[src/rtl/aes_uart_rx.sv]
// 8N1 UART receive front-end for the AES test core: 2-FF input synchronizer,
// mid-bit sampling deframer and a small byte FIFO with valid/ready output.
module aes_uart_rx #(
    parameter int CYCLES_PER_BIT = 16,
    parameter int FIFO_DEPTH     = 4
) (
    input  logic       clk,
    input  logic       reset,
    input  logic       rx,
    output logic [7:0] data,
    output logic       data_valid,
    input  logic       data_ready,
    output logic       frame_err,
    output logic       overflow,
    output logic       busy
);

    localparam int CNT_W = $clog2(CYCLES_PER_BIT);
    localparam int PTR_W = $clog2(FIFO_DEPTH);
    localparam int OCC_W = PTR_W + 1;
    localparam logic [CNT_W-1:0] CNT_HALF = CNT_W'(CYCLES_PER_BIT / 2 - 1);
    localparam logic [CNT_W-1:0] CNT_LAST = CNT_W'(CYCLES_PER_BIT - 1);
    localparam logic [OCC_W-1:0] OCC_FULL = OCC_W'(FIFO_DEPTH);

    typedef enum logic [2:0] {
        ST_IDLE  = 3'd0,
        ST_START = 3'd1,
        ST_DATA  = 3'd2,
        ST_STOP  = 3'd3,
        ST_BREAK = 3'd4
    } state_t;

    logic             rx_meta_r;
    logic             rx_s_r;
    state_t           state_r;
    state_t           state_next_s;
    logic [CNT_W-1:0] cnt_r;
    logic [CNT_W-1:0] cnt_next_s;
    logic [2:0]       idx_r;
    logic [2:0]       idx_next_s;
    logic [7:0]       shift_r;
    logic [7:0]       shift_next_s;
    logic             push_req_s;
    logic             ferr_s;

    logic [7:0]       mem_r [FIFO_DEPTH];
    logic [PTR_W-1:0] wr_ptr_r;
    logic [PTR_W-1:0] rd_ptr_r;
    logic [PTR_W-1:0] wr_ptr_next_s;
    logic [PTR_W-1:0] rd_ptr_next_s;
    logic [OCC_W-1:0] occ_r;
    logic [OCC_W-1:0] occ_next_s;
    logic             pop_s;
    logic             full_s;
    logic             do_push_s;
    logic             ovf_s;
    logic [7:0]       head_next_s;

    logic [7:0]       data_r;
    logic             data_valid_r;
    logic             frame_err_r;
    logic             overflow_r;
    logic             busy_r;

    // Two-flop synchronizer for the asynchronous pad input
    always_ff @(posedge clk) begin
        if (!reset) begin
            rx_meta_r <= 1'b1;
            rx_s_r    <= 1'b1;
        end else begin
            rx_meta_r <= rx;
            rx_s_r    <= rx_meta_r;
        end
    end

    // Deframer next-state: START waits half a bit so later samples land mid-bit
    always_comb begin
        state_next_s = state_r;
        cnt_next_s   = cnt_r + CNT_W'(1);
        idx_next_s   = idx_r;
        shift_next_s = shift_r;
        push_req_s   = 1'b0;
        ferr_s       = 1'b0;
        case (state_r)
            ST_IDLE: begin
                cnt_next_s = CNT_W'(0);
                if (!rx_s_r) begin
                    state_next_s = ST_START;
                end else begin
                    state_next_s = ST_IDLE;
                end
            end
            ST_START: begin
                if (cnt_r == CNT_HALF) begin
                    cnt_next_s = CNT_W'(0);
                    idx_next_s = 3'd0;
                    if (rx_s_r) begin
                        state_next_s = ST_IDLE;
                    end else begin
                        state_next_s = ST_DATA;
                    end
                end else begin
                    state_next_s = ST_START;
                end
            end
            ST_DATA: begin
                if (cnt_r == CNT_LAST) begin
                    cnt_next_s          = CNT_W'(0);
                    shift_next_s[idx_r] = rx_s_r;
                    if (idx_r == 3'd7) begin
                        state_next_s = ST_STOP;
                    end else begin
                        idx_next_s = idx_r + 3'd1;
                    end
                end else begin
                    state_next_s = ST_DATA;
                end
            end
            ST_STOP: begin
                if (cnt_r == CNT_LAST) begin
                    cnt_next_s = CNT_W'(0);
                    if (rx_s_r) begin
                        push_req_s   = 1'b1;
                        state_next_s = ST_IDLE;
                    end else begin
                        ferr_s       = 1'b1;
                        state_next_s = ST_BREAK;
                    end
                end else begin
                    state_next_s = ST_STOP;
                end
            end
            ST_BREAK: begin
                cnt_next_s = CNT_W'(0);
                if (rx_s_r) begin
                    state_next_s = ST_IDLE;
                end else begin
                    state_next_s = ST_BREAK;
                end
            end
            default: begin
                state_next_s = ST_IDLE;
                cnt_next_s   = CNT_W'(0);
            end
        endcase
    end

    // Deframer state, bit counter, bit index and shift register
    always_ff @(posedge clk) begin
        if (!reset) begin
            state_r <= ST_IDLE;
            cnt_r   <= CNT_W'(0);
            idx_r   <= 3'd0;
            shift_r <= 8'h00;
        end else begin
            state_r <= state_next_s;
            cnt_r   <= cnt_next_s;
            idx_r   <= idx_next_s;
            shift_r <= shift_next_s;
        end
    end

    // FIFO control; an overflowing push leaves storage untouched
    always_comb begin
        pop_s         = data_valid_r & data_ready;
        full_s        = (occ_r == OCC_FULL);
        do_push_s     = push_req_s & (~full_s | pop_s);
        ovf_s         = push_req_s & full_s & ~pop_s;
        rd_ptr_next_s = rd_ptr_r;
        wr_ptr_next_s = wr_ptr_r;
        occ_next_s    = occ_r;
        head_next_s   = 8'h00;
        if (pop_s) begin
            rd_ptr_next_s = rd_ptr_r + PTR_W'(1);
        end else begin
            rd_ptr_next_s = rd_ptr_r;
        end
        if (do_push_s) begin
            wr_ptr_next_s = wr_ptr_r + PTR_W'(1);
        end else begin
            wr_ptr_next_s = wr_ptr_r;
        end
        case ({do_push_s, pop_s})
            2'b10:   occ_next_s = occ_r + OCC_W'(1);
            2'b01:   occ_next_s = occ_r - OCC_W'(1);
            default: occ_next_s = occ_r;
        endcase
        // The incoming byte becomes the head when it lands in the slot read next
        if (occ_next_s == OCC_W'(0)) begin
            head_next_s = 8'h00;
        end else if (do_push_s && (rd_ptr_next_s == wr_ptr_r)) begin
            head_next_s = shift_r;
        end else begin
            head_next_s = mem_r[rd_ptr_next_s];
        end
    end

    // FIFO storage, pointers and occupancy
    always_ff @(posedge clk) begin
        if (!reset) begin
            for (int i = 0; i < FIFO_DEPTH; i++) begin
                mem_r[i] <= 8'h00;
            end
            wr_ptr_r <= PTR_W'(0);
            rd_ptr_r <= PTR_W'(0);
            occ_r    <= OCC_W'(0);
        end else begin
            if (do_push_s) begin
                mem_r[wr_ptr_r] <= shift_r;
            end else begin
                mem_r[wr_ptr_r] <= mem_r[wr_ptr_r];
            end
            wr_ptr_r <= wr_ptr_next_s;
            rd_ptr_r <= rd_ptr_next_s;
            occ_r    <= occ_next_s;
        end
    end

    // Registered outputs: FIFO head, status and one-cycle error pulses
    always_ff @(posedge clk) begin
        if (!reset) begin
            data_r       <= 8'h00;
            data_valid_r <= 1'b0;
            frame_err_r  <= 1'b0;
            overflow_r   <= 1'b0;
            busy_r       <= 1'b0;
        end else begin
            data_r       <= head_next_s;
            data_valid_r <= (occ_next_s != OCC_W'(0));
            frame_err_r  <= ferr_s;
            overflow_r   <= ovf_s;
            busy_r       <= (state_next_s != ST_IDLE);
        end
    end

    assign data       = data_r;
    assign data_valid = data_valid_r;
    assign frame_err  = frame_err_r;
    assign overflow   = overflow_r;
    assign busy       = busy_r;

endmodule

[config.mk]
export PLATFORM = sky130hd
export DESIGN_NAME = aes_uart_rx
export DESIGN_NICKNAME = d
export VERILOG_FILES = /design/src/rtl/aes_uart_rx.sv
export SDC_FILE = /design/constraint.sdc
export NUM_CORES = 1
export LEC_CHECK = 0
export ABC_CLOCK_PERIOD_IN_PS = 3000
export BUFFER_PORTS_ARGS = -buffer_cell sky130_fd_sc_hd__buf_2
export CAP_MARGIN = 10
export CORE_ASPECT_RATIO = 0.5
export CORE_MARGIN = 5
export CORE_UTILIZATION = 55
export CTS_CLUSTER_SIZE = 8
export DETAILED_ROUTE_END_ITERATION = 8
export PLACE_DENSITY = 0.81
export SETUP_SLACK_MARGIN = 0.05
export SKIP_CTS_REPAIR_TIMING = 1
export SLEW_MARGIN = 20
export SYNTH_ARGS = -nofsm -noshare
export SYNTH_HDL_FRONTEND = slang
export SYNTH_SLANG_ARGS = --single-unit
[constraint.sdc]
create_clock -name clk -period 3 [get_ports clk]
set_input_delay 0.9 -clock clk [delete_from_list [all_inputs] [get_ports clk]]
set_output_delay 0.9 -clock clk [all_outputs]
set_load 0.01 [all_outputs]
Yosys cells after proc, flatten, opt, wreduce, memory -nomap -nowiden
Memory sizes are Yosys's and may differ from the RTL's. A register that Yosys moved wholly into a read port is not among the register bits.
Index checks and enable logic that the tools add are counted.

cells by class
  reductions and logical operators = 13
  equality and inequality tests = 14
  add/sub/neg operators = 6
  magnitude comparators = 2
  multiplexer cells = 35
  bitwise logic cells = 9

operators by type and width
  kind                                                                           count
  3-bit 2-to-1 mux                                                               8
  8-bit 2-to-1 mux                                                               2
  3-bit one-hot mux with 5 select lines                                          1
  1-bit 2-to-1 mux                                                               14
  3-bit one-hot mux with 2 select lines                                          2
  3-bit == test (second input constant)                                          3
  8-bit bitwise mux                                                              1
  4-bit 2-to-1 mux                                                               2
  4-bit one-hot mux with 2 select lines                                          1
  8-bit OR reduction                                                             1
  3-bit by 1-bit adder with 3-bit output (second input constant)                 2
  3-bit by 2-bit == test with 1-bit output (second input constant)               2
  3-bit logical NOT                                                              2
  2-bit 2-to-1 mux                                                               3
  2-bit inequality test (second input constant)                                  3
  3-bit nonzero test                                                             2
  2-bit by 1-bit adder with 2-bit output (second input constant)                 2
  4-bit by 1-bit adder with 4-bit output (second input constant)                 1
  1-bit AND                                                                      4
  4-bit by 3-bit == test with 1-bit output (second input constant)               1
  4-bit == test (second input constant)                                          1
  3-bit by 4-bit less-than comparator with 1-bit output (second input constant)  1
  2-bit AND reduction                                                            2
  4-bit AND reduction                                                            1
  13 further kinds                                                               17

storage, ports and cells
  memory bits (writable) = 32
  output and inout bits = 12
  register bits after elaboration = 31
  bits of input ports = 4
  memories kept = 1

memories
  memory  words  width  read ports  clocked after Yosys merged registers in  wr ports  RTL line  source
  mem_r   4      8      1           1                                        4         46        logic [7:0] mem_r [FIFO_DEPTH];

Longest topological paths before layout
Gate-level depths: netlist (run 1).

  word-level depth = 11
  mapped depth = 9
  depth with buffers taken out = 9

Least setup slack after synthesis (run 1)
No wires, ideal clock.

  path kind = input-to-reg
  start point = in data_ready
  end point = reg data_r[0], in the netlist data[0], read port of mem_r
  stages = 7
  arrival time = 2683 ps
  library setup time = 142 ps
  path slack = 175 ps
  data required time = 2858 ps
  cell sequence = and2_1 o21ai_0 inv_1 fa_1 o221a_2 o41ai_4 a22oi_1

between the ends
  cells in the longest elaborated chain, start to end = 7
  elaborated cells on any way between the ends = 9
  classes of those cells = 2 x eq/ne; 2 x mux; 3 x bitwise; 2 x reduce/logical

RTL lines
  what                                                                              RTL line  source
  start: declaration                                                                12        input logic data_ready,
  1-bit AND (*)                                                                     165       pop_s = data_valid_r & data_ready;
  1-bit bitwise OR                                                                  167       do_push_s = push_req_s & (~full_s | pop_s);
  1-bit AND                                                                         167
  2-bit by 1-bit == test with 1-bit output / 2-bit == test (equally long branches)  183       case ({do_push_s, pop_s})
  3-bit one-hot mux with 2 select lines                                             183
  3-bit logical NOT                                                                 189       if (occ_next_s == OCC_W'(0)) begin
  2-bit OR reduction (no line)                                                      -
  end: declaration                                                                  59        logic [7:0] data_r;

Every way passes the cells marked *; elsewhere a longest branch is shown, timed or not.
A chain may end at the register's enable or synchronous reset.

Worst setup path after layout (run 1)
  start point = reg cnt_r[0]
  end point = reg data_r[2], in the netlist data[2], read port of mem_r

between the ends
  cells in the longest elaborated chain, start to end = 8
  elaborated cells on any way between the ends = 9
  classes of those cells = 3 x eq/ne; 3 x mux; 1 x bitwise; 2 x reduce/logical

RTL lines
  what                                                                              RTL line  source
  start: declaration                                                                37        logic [CNT_W-1:0] cnt_r;
  start signal: assignment                                                          157       cnt_r <= cnt_next_s;
  4-bit == test (*)                                                                 120       if (cnt_r == CNT_LAST) begin
  1-bit 2-to-1 mux (*)                                                              120
  1-bit 2-to-1 mux (*)                                                              84        case (state_r)
  1-bit AND (*)                                                                     167
  2-bit by 1-bit == test with 1-bit output / 2-bit == test (equally long branches)  183
  3-bit one-hot mux with 2 select lines (*)                                         183
  3-bit logical NOT (*)                                                             189
  2-bit OR reduction (no line) (*)                                                  -

Marks and branches as above.

==> flow_metrics.env, run 1 <==
export IMPL_worstRegToRegCells=9
export IMPL_insertion_delay_ns=0.33
export IMPL_worst_setup_path_end_kind="flop"
export IMPL_async_flop_share_pct=0
export IMPL_synthCells=355
export IMPL_core_area_um2=6210
export IMPL_gr_total_overflow=0
export IMPL_startpoint="cnt_r[0]$_SDFF_PN0_"
export IMPL_synth_area_leader_cell="edfxtp_1"
export IMPL_finalSetupViolCount=0
export IMPL_die_w_um=124
export IMPL_post_route_period_util_pct=90.5
export IMPL_maxSlewViolCount=0
export IMPL_syn_area_um2=3590
export IMPL_crit_fanout=9
export IMPL_cts_buffers=9
export IMPL_clock_root_buffer="clkbuf_16"
export IMPL_clkTransAtPathRegs_ns=0.06
export IMPL_dr_pass1_iters=5
export IMPL_ys_types=57
export IMPL_yosysMostFrequentCell="dfxtp_1"
export IMPL_cts_sinks=71
export IMPL_netSwitchingPower_mw=0.714
export IMPL_hpwl_mm=5.87
export IMPL_multi_input_area_um2=1740
export IMPL_slew_headroom_pct=56.3
export IMPL_crit_path_cell_trace="ha_1 -> nand4_4 -> o21ai_2 -> inv_1 -> fa_1 -> o221a_2 -> o41ai_4 -> buf_4 -> a22oi_1"
export IMPL_grt_pass1_vias=2815
export IMPL_total_power_mw=2.60
export IMPL_r2r_start="cnt_r[0]$_SDFF_PN0_"
export IMPL_post_synth_cell_area_avg_um2=10.1
export IMPL_io_pins=16
export IMPL_period_minus_slack_ns=2.72
export IMPL_wire_per_inst_um=17.6
export IMPL_gp_congestion=0.834
export IMPL_synth_main_ff_cell="dfxtp_1"
export IMPL_seq_area_um2=1740
export IMPL_synth_edf_count=32
export IMPL_drcViolationCount=0
export IMPL_ys_seq_area_share_pct=48.5
export IMPL_die_h_um=67.2
export IMPL_drt_initial_drc_count=285
export IMPL_peakVddDrop_mv=0.341
export IMPL_synth_net_count=363
export IMPL_globalRouteTotalUtil_pct=21.3
export IMPL_critical_path_class="flop to flop"
export IMPL_tns_ns=0
export IMPL_hold_worst_slack_ns=0.404
export IMPL_slowest_stage="fa_1"
export IMPL_finalHoldViolCount=0
export IMPL_worstPathRequired_ns=3.20
export IMPL_p_comb_share_pct=16.8
export IMPL_ys_ff_latch=71
export IMPL_worst_hold_path_endpoint="rx_s_r$_SDFF_PN1_"
export IMPL_vias=2898
export IMPL_tritoncts="done"
export IMPL_grt_first_pass_wirelength_mm=13.9
export IMPL_switching_share_pct=27.4
export IMPL_port_buffer_count=15
export IMPL_clock_skew_ns=0.00623
export IMPL_p_int_mw=1.89
export IMPL_ys_warn_count=0
export IMPL_max_freq_ghz=0.368
export IMPL_cts_buffer_depth=2
export IMPL_ys_top_cells_by_area="edfxtp_1 (27%), dfxtp_1 (22%), and2_1 (5.9%)"
export IMPL_drv_cap=0
export IMPL_r2r_setup_slack_ns=0.28
export IMPL_slowest_delay_ns=0.46
export IMPL_synth_top_cells_by_count="dfxtp_1 (39), and2_1 (34), edfxtp_1 (32)"
export IMPL_netlist_area_leader_share_pct=26.7
export IMPL_grt_max_degree=38
export IMPL_r2r_end="data[2]$_SDFF_PP0_"
export IMPL_rsz0062_at_grt="no"
export IMPL_drive_gt1_share_pct=18.5
export IMPL_p_leak_nw=1.52
export IMPL_rows=20
export IMPL_wirelength_mm=8.29
export IMPL_crit_arrival_ns=2.91
export IMPL_start_kind="flop"
export IMPL_power_frac_clock_pct=40.5
export IMPL_power_share_sequential_pct=42.7
export IMPL_diodes=0
export IMPL_antenna_found_initial=0
export IMPL_die_area_um2=8350
export IMPL_finalNetCount=387
export IMPL_ant_nets=0
export IMPL_status="finished clean"
export IMPL_whs_path_depth=1
export IMPL_fillers=488
export IMPL_cts_htree_levels=3
export IMPL_viasPerCell=6.14
export IMPL_hp_start="rx_meta_r$_SDFF_PN1_"
export IMPL_powerDensity_nw_per_um2=629
export IMPL_hp_class="flop to flop"
export IMPL_worst_pin_slew_ns=0.639
export IMPL_syn2layout_area_growth_pct=15.1
export IMPL_start_util_pct=57.9
## cells by family (layout without fill, tap and decap cells)
kind of cell             after synthesis  after routing  synth area share (%)
XOR/XNOR                               6              6                  1.85
adder cells (fa/ha/maj)                4              4                  1.60
flip-flops                            71             71                  48.5
AND/OR/NAND/NOR                      145            145                  23.0
AO/OA/AOI/OAI                         83             83                  16.3
buffers and inverters                 29             58                  3.27
multiplexers                          17             17                  5.54
## stage by stage
| stage | cell area, um2 | util [%] | setup slack (ns) | instances |
|---|---|---|---|---|
| floorplan | 3590 | - | 0.175 | 355 |
| global placement | 3830 | 61.8 | 0.0836 | 456 |
| detailed placement | 3830 | 61.8 | -0.0331 | 456 |
| CTS | 4130 | 66.6 | 0.101 | 472 |
| global route | 4140 | 66.6 | 0.126 | 472 |
| finish | 4140 | 66.6 | 0.285 | 472 |
## placed cells by master, fill, tap and decap left out, drive strengths merged, types with 2 or more instances in the layout
cell type / netlist / final
nor3: 14 / 14
inv: 7 / 8
o221ai: 10 / 10
edfxtp: 32 / 32
dfxtp: 39 / 39
nand4: 2 / 2
nor4: 4 / 4
clkinvlp: 0 / 2
buf: 7 / 34
a211oi: 2 / 2
nand2b: 8 / 8
o21ai: 21 / 21
o211ai: 8 / 8
o21a: 3 / 3
nand2: 15 / 15
a22oi: 10 / 10
mux2: 10 / 10
o22ai: 8 / 8
clkinv: 1 / 4
nand3: 19 / 19
xnor2: 2 / 2
and2: 34 / 34
nor3b: 12 / 12
nand3b: 3 / 3
xor2: 3 / 3
nor2: 25 / 25
ha: 3 / 3
clkbuf: 14 / 9
a21oi: 10 / 10
nor2b: 3 / 3
and3b: 2 / 2
mux2i: 7 / 7
## worst max-delay path by stage
stage          slack (ns)            endpoint
6_report             0.28  data[2]$_SDFF_PP0_
3_5_place_dp        -0.03  data[0]$_SDFF_PP0_
5_1_grt              0.13  data[0]$_SDFF_PP0_
4_1_cts              0.10  data[2]$_SDFF_PP0_
2_1_floorplan        0.18  data[0]$_SDFF_PP0_
3_3_place_gp         0.08  data[6]$_SDFF_PP0_
## flip-flops by register name, indices dropped and copies added (netlist names), 2 cells and up
signal    count
occ_r         3
mem_r        32
idx_r         3
rd_ptr_r      2
cnt_r         4
wr_ptr_r      2
data          8
state_r       3
shift_r       8
## power by group through the flow
stage / clock, mW / sequential (mW) / combinational (mW)
floorplan: 0 / 1.13 / 0.296
global placement: 0 / 1.12 / 0.404
detailed placement: 0 / 1.13 / 0.429
CTS: 1.06 / 1.11 / 0.432
global route: 1.11 / 1.12 / 0.474
finish: 1.05 / 1.11 / 0.437
## worst max-delay path, delay by kind of cell, from the launching register on
kind / cells / cell delay (ns)
AND/OR/NAND/NOR: 1 / 0.18
buffers and inverters: 2 / 0.29
AO/OA/AOI/OAI: 4 / 1.04
flip-flops: 1 / 0.35
adder cells (fa/ha/maj): 2 / 0.72
## cell type report
class                      count  area share [%]
clock buffer                   9            5.45
clock inverter                 7            1.75
inverter                       8           0.726
multi-input combinational    255            42.0
sequential                    71            42.1
tap                           88            2.66
timing repair buffer          34            5.26
## routing by layer
metal	global-route usage [%]	vias to the layer above	wire (um)
met5	0	-	0
met4	7.92	0	116
met3	5.37	12	520
met2	36.8	99	4050
met1	26.4	1420	3600
li1	-	1367	-
(Power assumes the default switching activity.)
==> inputs of run 2 (changes only) <==
--- a/config.mk
+++ b/config.mk
@@ -5,7 +5,7 @@
 export SDC_FILE = /design/constraint.sdc
 export NUM_CORES = 1
 export LEC_CHECK = 0
-export ABC_CLOCK_PERIOD_IN_PS = 3000
+export ABC_CLOCK_PERIOD_IN_PS = 3300
 export BUFFER_PORTS_ARGS = -buffer_cell sky130_fd_sc_hd__buf_2
 export CAP_MARGIN = 10
 export CORE_ASPECT_RATIO = 0.5
==> constraint.sdc (replaced) <==
create_clock -name clk -period 3.3 [get_ports clk]
set_input_delay 0.99 -clock clk [delete_from_list [all_inputs] [get_ports clk]]
set_output_delay 0.99 -clock clk [all_outputs]
set_load 0.01 [all_outputs]
==> run 2 against run 1 <==
Total power decreased by 10%; die area unchanged; design area decreased by 1.6%; critical path depth decreased by 1; sequential share of layout area increased by 0.67 points; sequential power decreased by 9%; count of clock-buffer cells in the layout unchanged.
==> flow_metrics.env, run 2 (synthesis gave the netlist of run 1 again) <==
export IMPL_hold_worst_slack_ns=0.406
export IMPL_placed_cell_area_um2=3780
export IMPL_largest_register="mem_r"
export IMPL_r2r_end="data[2]$_SDFF_PP0_"
export IMPL_finalNetCount=380
export IMPL_gp_congestion=0.976
export IMPL_ant_nets=0
export IMPL_syn2layout_area_growth_pct=13.3
export IMPL_max_freq_ghz=0.336
export IMPL_status="finished clean"
export IMPL_globalRouteTotalUtil_pct=21.1
export IMPL_grt_max_degree=38
export IMPL_drcViolationCount=0
export IMPL_hp_class="flop to flop"
export IMPL_drv_cap=0
export IMPL_start_util_pct=57.9
export IMPL_wirelength_mm=8.23
export IMPL_r2r_start="cnt_r[0]$_SDFF_PN0_"
export IMPL_worstPathRequired_ns=3.49
export IMPL_die_h_um=67.2
export IMPL_crit_path_end="data[2]$_SDFF_PP0_"
export IMPL_seq_area_um2=1740
export IMPL_vias=2852
export IMPL_cts_sinks=71
export IMPL_worst_slack_ns=0.323
export IMPL_slew_headroom_pct=31.8
export IMPL_start_kind="primary input"
export IMPL_core_area_um2=6210
export IMPL_wire_per_inst_um=17.7
export IMPL_drive_gt1_share_pct=16.2
export IMPL_insertion_delay_ns=0.33
export IMPL_rows=20
export IMPL_peakVddDrop_mv=0.505
export IMPL_finalHoldViolCount=0
export IMPL_io_pins=16
export IMPL_worstRegToRegCells=8
export IMPL_clkTransAtPathRegs_ns=0.05
export IMPL_rsz0062_at_grt="no"
export IMPL_period_minus_slack_ns=2.98
export IMPL_cts_buffer_depth=2
export IMPL_r2r_setup_slack_ns=0.36
export IMPL_worst_pin_slew_ns=1.02
export IMPL_multi_input_area_um2=1730
export IMPL_grt_pass1_vias=2773
export IMPL_startpoint="data_ready"
export IMPL_tritoncts="done"
export IMPL_viasPerCell=6.13
export IMPL_final_area_um2=4070
export IMPL_hpwl_mm=5.67
export IMPL_diodes=0
export IMPL_worst_setup_path_end_kind="flop"
export IMPL_dpl_worst_slack_ns=-0.00286
export IMPL_drt_initial_drc_count=197
export IMPL_finalSetupViolCount=0
export IMPL_dr_pass1_iters=5
export IMPL_die_area_um2=8350
export IMPL_critical_path_class="primary input to flop"
export IMPL_powerDensity_nw_per_um2=573
export IMPL_cts_buffers=9
export IMPL_clock_skew_ns=0.00531
export IMPL_die_w_um=124
export IMPL_port_buffer_count=15
export IMPL_most_common_layout_cells="dfxtp_1 (39), and2_1 (34), edfxtp_1 (32)"
export IMPL_cts_htree_levels=3
export IMPL_post_route_period_util_pct=90.2
export IMPL_maxSlewViolCount=0
export IMPL_crit_fanout=9
export IMPL_crit_arrival_ns=3.16
export IMPL_p_leak_nw=1.48
export IMPL_largest_reg_flops=32
export IMPL_grt_first_pass_wirelength_mm=13.7
export IMPL_gr_total_overflow=0
export IMPL_antenna_found_initial=0
export IMPL_fillers=496
export IMPL_final_common_cell="dfxtp_1"
export IMPL_clock_root_buffer="clkbuf_16"
-- run 2: power breakdown --
group          switching [mW]  internal, mW  total (mW)
clock network           0.357         0.577       0.934
logic                   0.236         0.153       0.389
registers              0.0373         0.972        1.01
total                   0.630          1.70        2.33
-- run 2: worst min-delay path by stage --
stage / start / to / slack [ns] / cells past startpoint
global placement: rx_meta_r$_SDFF_PN1_ / rx_s_r$_SDFF_PN1_ / 0.39 / 1
global route: rx_meta_r$_SDFF_PN1_ / rx_s_r$_SDFF_PN1_ / 0.44 / 1
floorplan: rx_meta_r$_SDFF_PN1_ / rx_s_r$_SDFF_PN1_ / 0.39 / 1
finish: rx_meta_r$_SDFF_PN1_ / rx_s_r$_SDFF_PN1_ / 0.41 / 1
detailed placement: rx_meta_r$_SDFF_PN1_ / rx_s_r$_SDFF_PN1_ / 0.40 / 1
CTS: rx_meta_r$_SDFF_PN1_ / rx_s_r$_SDFF_PN1_ / 0.42 / 1
-- run 2: worst max-delay path: stages --
cell and delay (ns):
buf_2 0.13, and2_1 0.15, o21ai_1 0.17, inv_1 0.10
fa_1 0.47, o221a_2 0.34, o41ai_4 0.60, a22oi_1 0.21
-- run 2: metal layers --
metal / GRT usage (%) / routed length (um) / vias to the layer above
met3: 7.11 / 477 / 15
met1: 25.8 / 3780 / 1392
met2: 36.4 / 3850 / 94
met5: 0 / 0 / -
li1: - / - / 1351
met4: 6.42 / 119 / 0
-- run 2: layout make-up --
type	instances	area share, %
multi-input cells	255	42.6
flip-flops and latches	71	42.8
repair buffers	27	4.06
clock buffers	9	5.53
inverters	8	0.738
clock inverters	7	1.57
well taps	88	2.71
-- run 2: metrics by stage --
step                      TNS [ns]  utilization (%)  total power [mW]  instances
after CTS                        0             65.6              2.34        465
after global routing             0             65.6              2.43        465
after detailed placement  -0.00286             60.9              1.40        449
final                            0             65.6              2.33        465
after floorplan                  0                -              1.30        355
after global placement           0             60.9              1.38        449
==> inputs of run 3 (changes only) <==
--- a/config.mk
+++ b/config.mk
@@ -10,10 +10,11 @@
 export CAP_MARGIN = 10
 export CORE_ASPECT_RATIO = 0.5
 export CORE_MARGIN = 5
-export CORE_UTILIZATION = 55
+export CORE_UTILIZATION = 66
 export CTS_CLUSTER_SIZE = 8
 export DETAILED_ROUTE_END_ITERATION = 8
-export PLACE_DENSITY = 0.81
+export PLACE_DENSITY = 0.94
+export REMOVE_ABC_BUFFERS = 1
 export SETUP_SLACK_MARGIN = 0.05
 export SKIP_CTS_REPAIR_TIMING = 1
 export SLEW_MARGIN = 20
==> run 3 against run 2 <==
Cell count is 3.2% lower; count of clock-buffer cells in the layout is 5 higher; sequential share of layout area is 1.1 points higher; global-route usage is 4.1 points higher; register-to-register slack hardly changed; worst hold slack better by 0.013 ns; via count is 2.4% higher; die area is 15% lower; clock power is 22% lower; combinational power hardly changed; utilization is 8.4 points higher; sequential power hardly changed.
==> flow_metrics.env, run 3 (synthesis gave the netlist of run 1 again) <==
export IMPL_status="finished clean"
export IMPL_cts_sinks=71
export IMPL_finalSetupViolCount=0
export IMPL_drt_initial_drc_count=429
export IMPL_powerDensity_nw_per_um2=535
export IMPL_cts_buffers=9
export IMPL_critical_path_class="flop to flop"
export IMPL_worst_slack_ns=0.373
export IMPL_largest_register="mem_r"
export IMPL_wirelength_mm=8.26
export IMPL_post_route_period_util_pct=88.7
export IMPL_start_kind="flop"
export IMPL_worstPathRequired_ns=3.51
export IMPL_crit_arrival_ns=3.14
export IMPL_max_freq_ghz=0.342
export IMPL_clock_skew_ns=0.00671
export IMPL_r2r_start="cnt_r[0]$_SDFF_PN0_"
export IMPL_gr_total_overflow=0
export IMPL_worst_setup_path_end_kind="flop"
export IMPL_largest_reg_flops=32
export IMPL_dr_pass1_iters=5
export IMPL_rows=19
export IMPL_globalRouteTotalUtil_pct=25.3
export IMPL_grt_first_pass_wirelength_mm=14.1
export IMPL_finalHoldViolCount=0
export IMPL_syn2layout_area_growth_pct=10.6
export IMPL_start_util_pct=66.9
export IMPL_insertion_delay_ns=0.35
export IMPL_diodes=0
export IMPL_clkTransAtPathRegs_ns=0.07
export IMPL_port_buffer_count=15
export IMPL_gp_congestion=0.879
export IMPL_drv_cap=0
export IMPL_grt_max_degree=38
export IMPL_final_area_um2=3970
export IMPL_period_minus_slack_ns=2.93
export IMPL_die_h_um=62.2
export IMPL_viasPerCell=6.49
export IMPL_grt_pass1_vias=2779
export IMPL_finalNetCount=380
export IMPL_p_leak_nw=1.45
export IMPL_maxSlewViolCount=0
export IMPL_cts_buffer_depth=2
export IMPL_tritoncts="done"
export IMPL_clock_root_buffer="clkbuf_8"
export IMPL_vias=2920
export IMPL_hpwl_mm=5.76
export IMPL_cts_htree_levels=3
export IMPL_startpoint="cnt_r[0]$_SDFF_PN0_"
export IMPL_die_w_um=114
export IMPL_ant_nets=0
export IMPL_crit_fanout=9
export IMPL_die_area_um2=7110
export IMPL_slew_headroom_pct=36.0
export IMPL_rsz0062_at_grt="no"
export IMPL_most_common_layout_cells="dfxtp_1 (38), and2_1 (34), edfxtp_1 (32)"
export IMPL_hp_start="rx_meta_r$_SDFF_PN1_"
export IMPL_antenna_found_initial=0
export IMPL_fillers=350
export IMPL_io_pins=16
export IMPL_final_common_cell="dfxtp_1"
export IMPL_hp_class="flop to flop"
export IMPL_worst_pin_slew_ns=0.958
export IMPL_dpl_worst_slack_ns=-0.00790
export IMPL_placed_cell_area_um2=3760
export IMPL_wire_per_inst_um=18.4
export IMPL_peakVddDrop_mv=0.275
export IMPL_core_area_um2=5370
export IMPL_drcViolationCount=0
export IMPL_drive_gt1_share_pct=16.2
run 3: final cells by class:
type | instances | area (um2) | share of cell area (%)
Multi-Input combinational cell | 255 | 1730 | 43.6
Tap cell | 73 | 91.3 | 2.30
Clock inverter | 2 | 36.3 | 0.913
Clock buffer | 14 | 174 | 4.38
Sequential cell | 71 | 1740 | 43.9
Timing Repair Buffer | 27 | 165 | 4.16
Inverter | 8 | 30.0 | 0.756
run 3: through the flow:
step / total power, mW / std cells / TNS (ns) / hold slack [ns] / utilization (%)
global route: 2.22 / 450 / 0 / 0.441 / 74.0
detailed placement: 1.40 / 434 / -0.00969 / 0.394 / 70.0
floorplan: 1.28 / 334 / -0.184 / 0.386 / -
global placement: 1.38 / 434 / 0 / 0.391 / 70.0
finish: 2.13 / 450 / 0 / 0.419 / 74.0
CTS: 2.12 / 450 / 0 / 0.419 / 73.9
run 3: power breakdown:
| part | switching (mW) | total (mW) | internal [mW] | leakage (nW) |
|---|---|---|---|---|
| clock | 0.313 | 0.730 | 0.417 | 0.106 |
| sequential | 0.0404 | 1.01 | 0.970 | 0.635 |
| combinational | 0.233 | 0.387 | 0.154 | 0.709 |
| total | 0.586 | 2.13 | 1.54 | 1.45 |
run 3: routing by layer:
metal	vias up	GRT usage, %	wire length (um)
met4	0	8.30	160
li1	1348	-	-
met5	-	0	0
met2	179	40.9	3860
met3	18	6.30	896
met1	1375	33.4	3350
run 3: worst max-delay path: stages (launching register included):
cell	delay [ns]
dfxtp_1	0.38
ha_1	0.27
nand4_4	0.18
o21ai_1	0.38
inv_1	0.11
fa_1	0.46
o221a_2	0.33
o41ai_4	0.47
a22oi_1	0.19
run 3: worst paths after layout:
| path | to | slack, ns | cells after the start |
|---|---|---|---|
| hold reg to reg | rx_s_r$_SDFF_PN1_ | 0.42 | 1 |
| setup reg to reg | data[2]$_SDFF_PP0_ | 0.37 | 8 |
| hold / removal | rx_s_r$_SDFF_PN1_ | 0.42 | 1 |
| setup / recovery | data[2]$_SDFF_PP0_ | 0.37 | 8 |
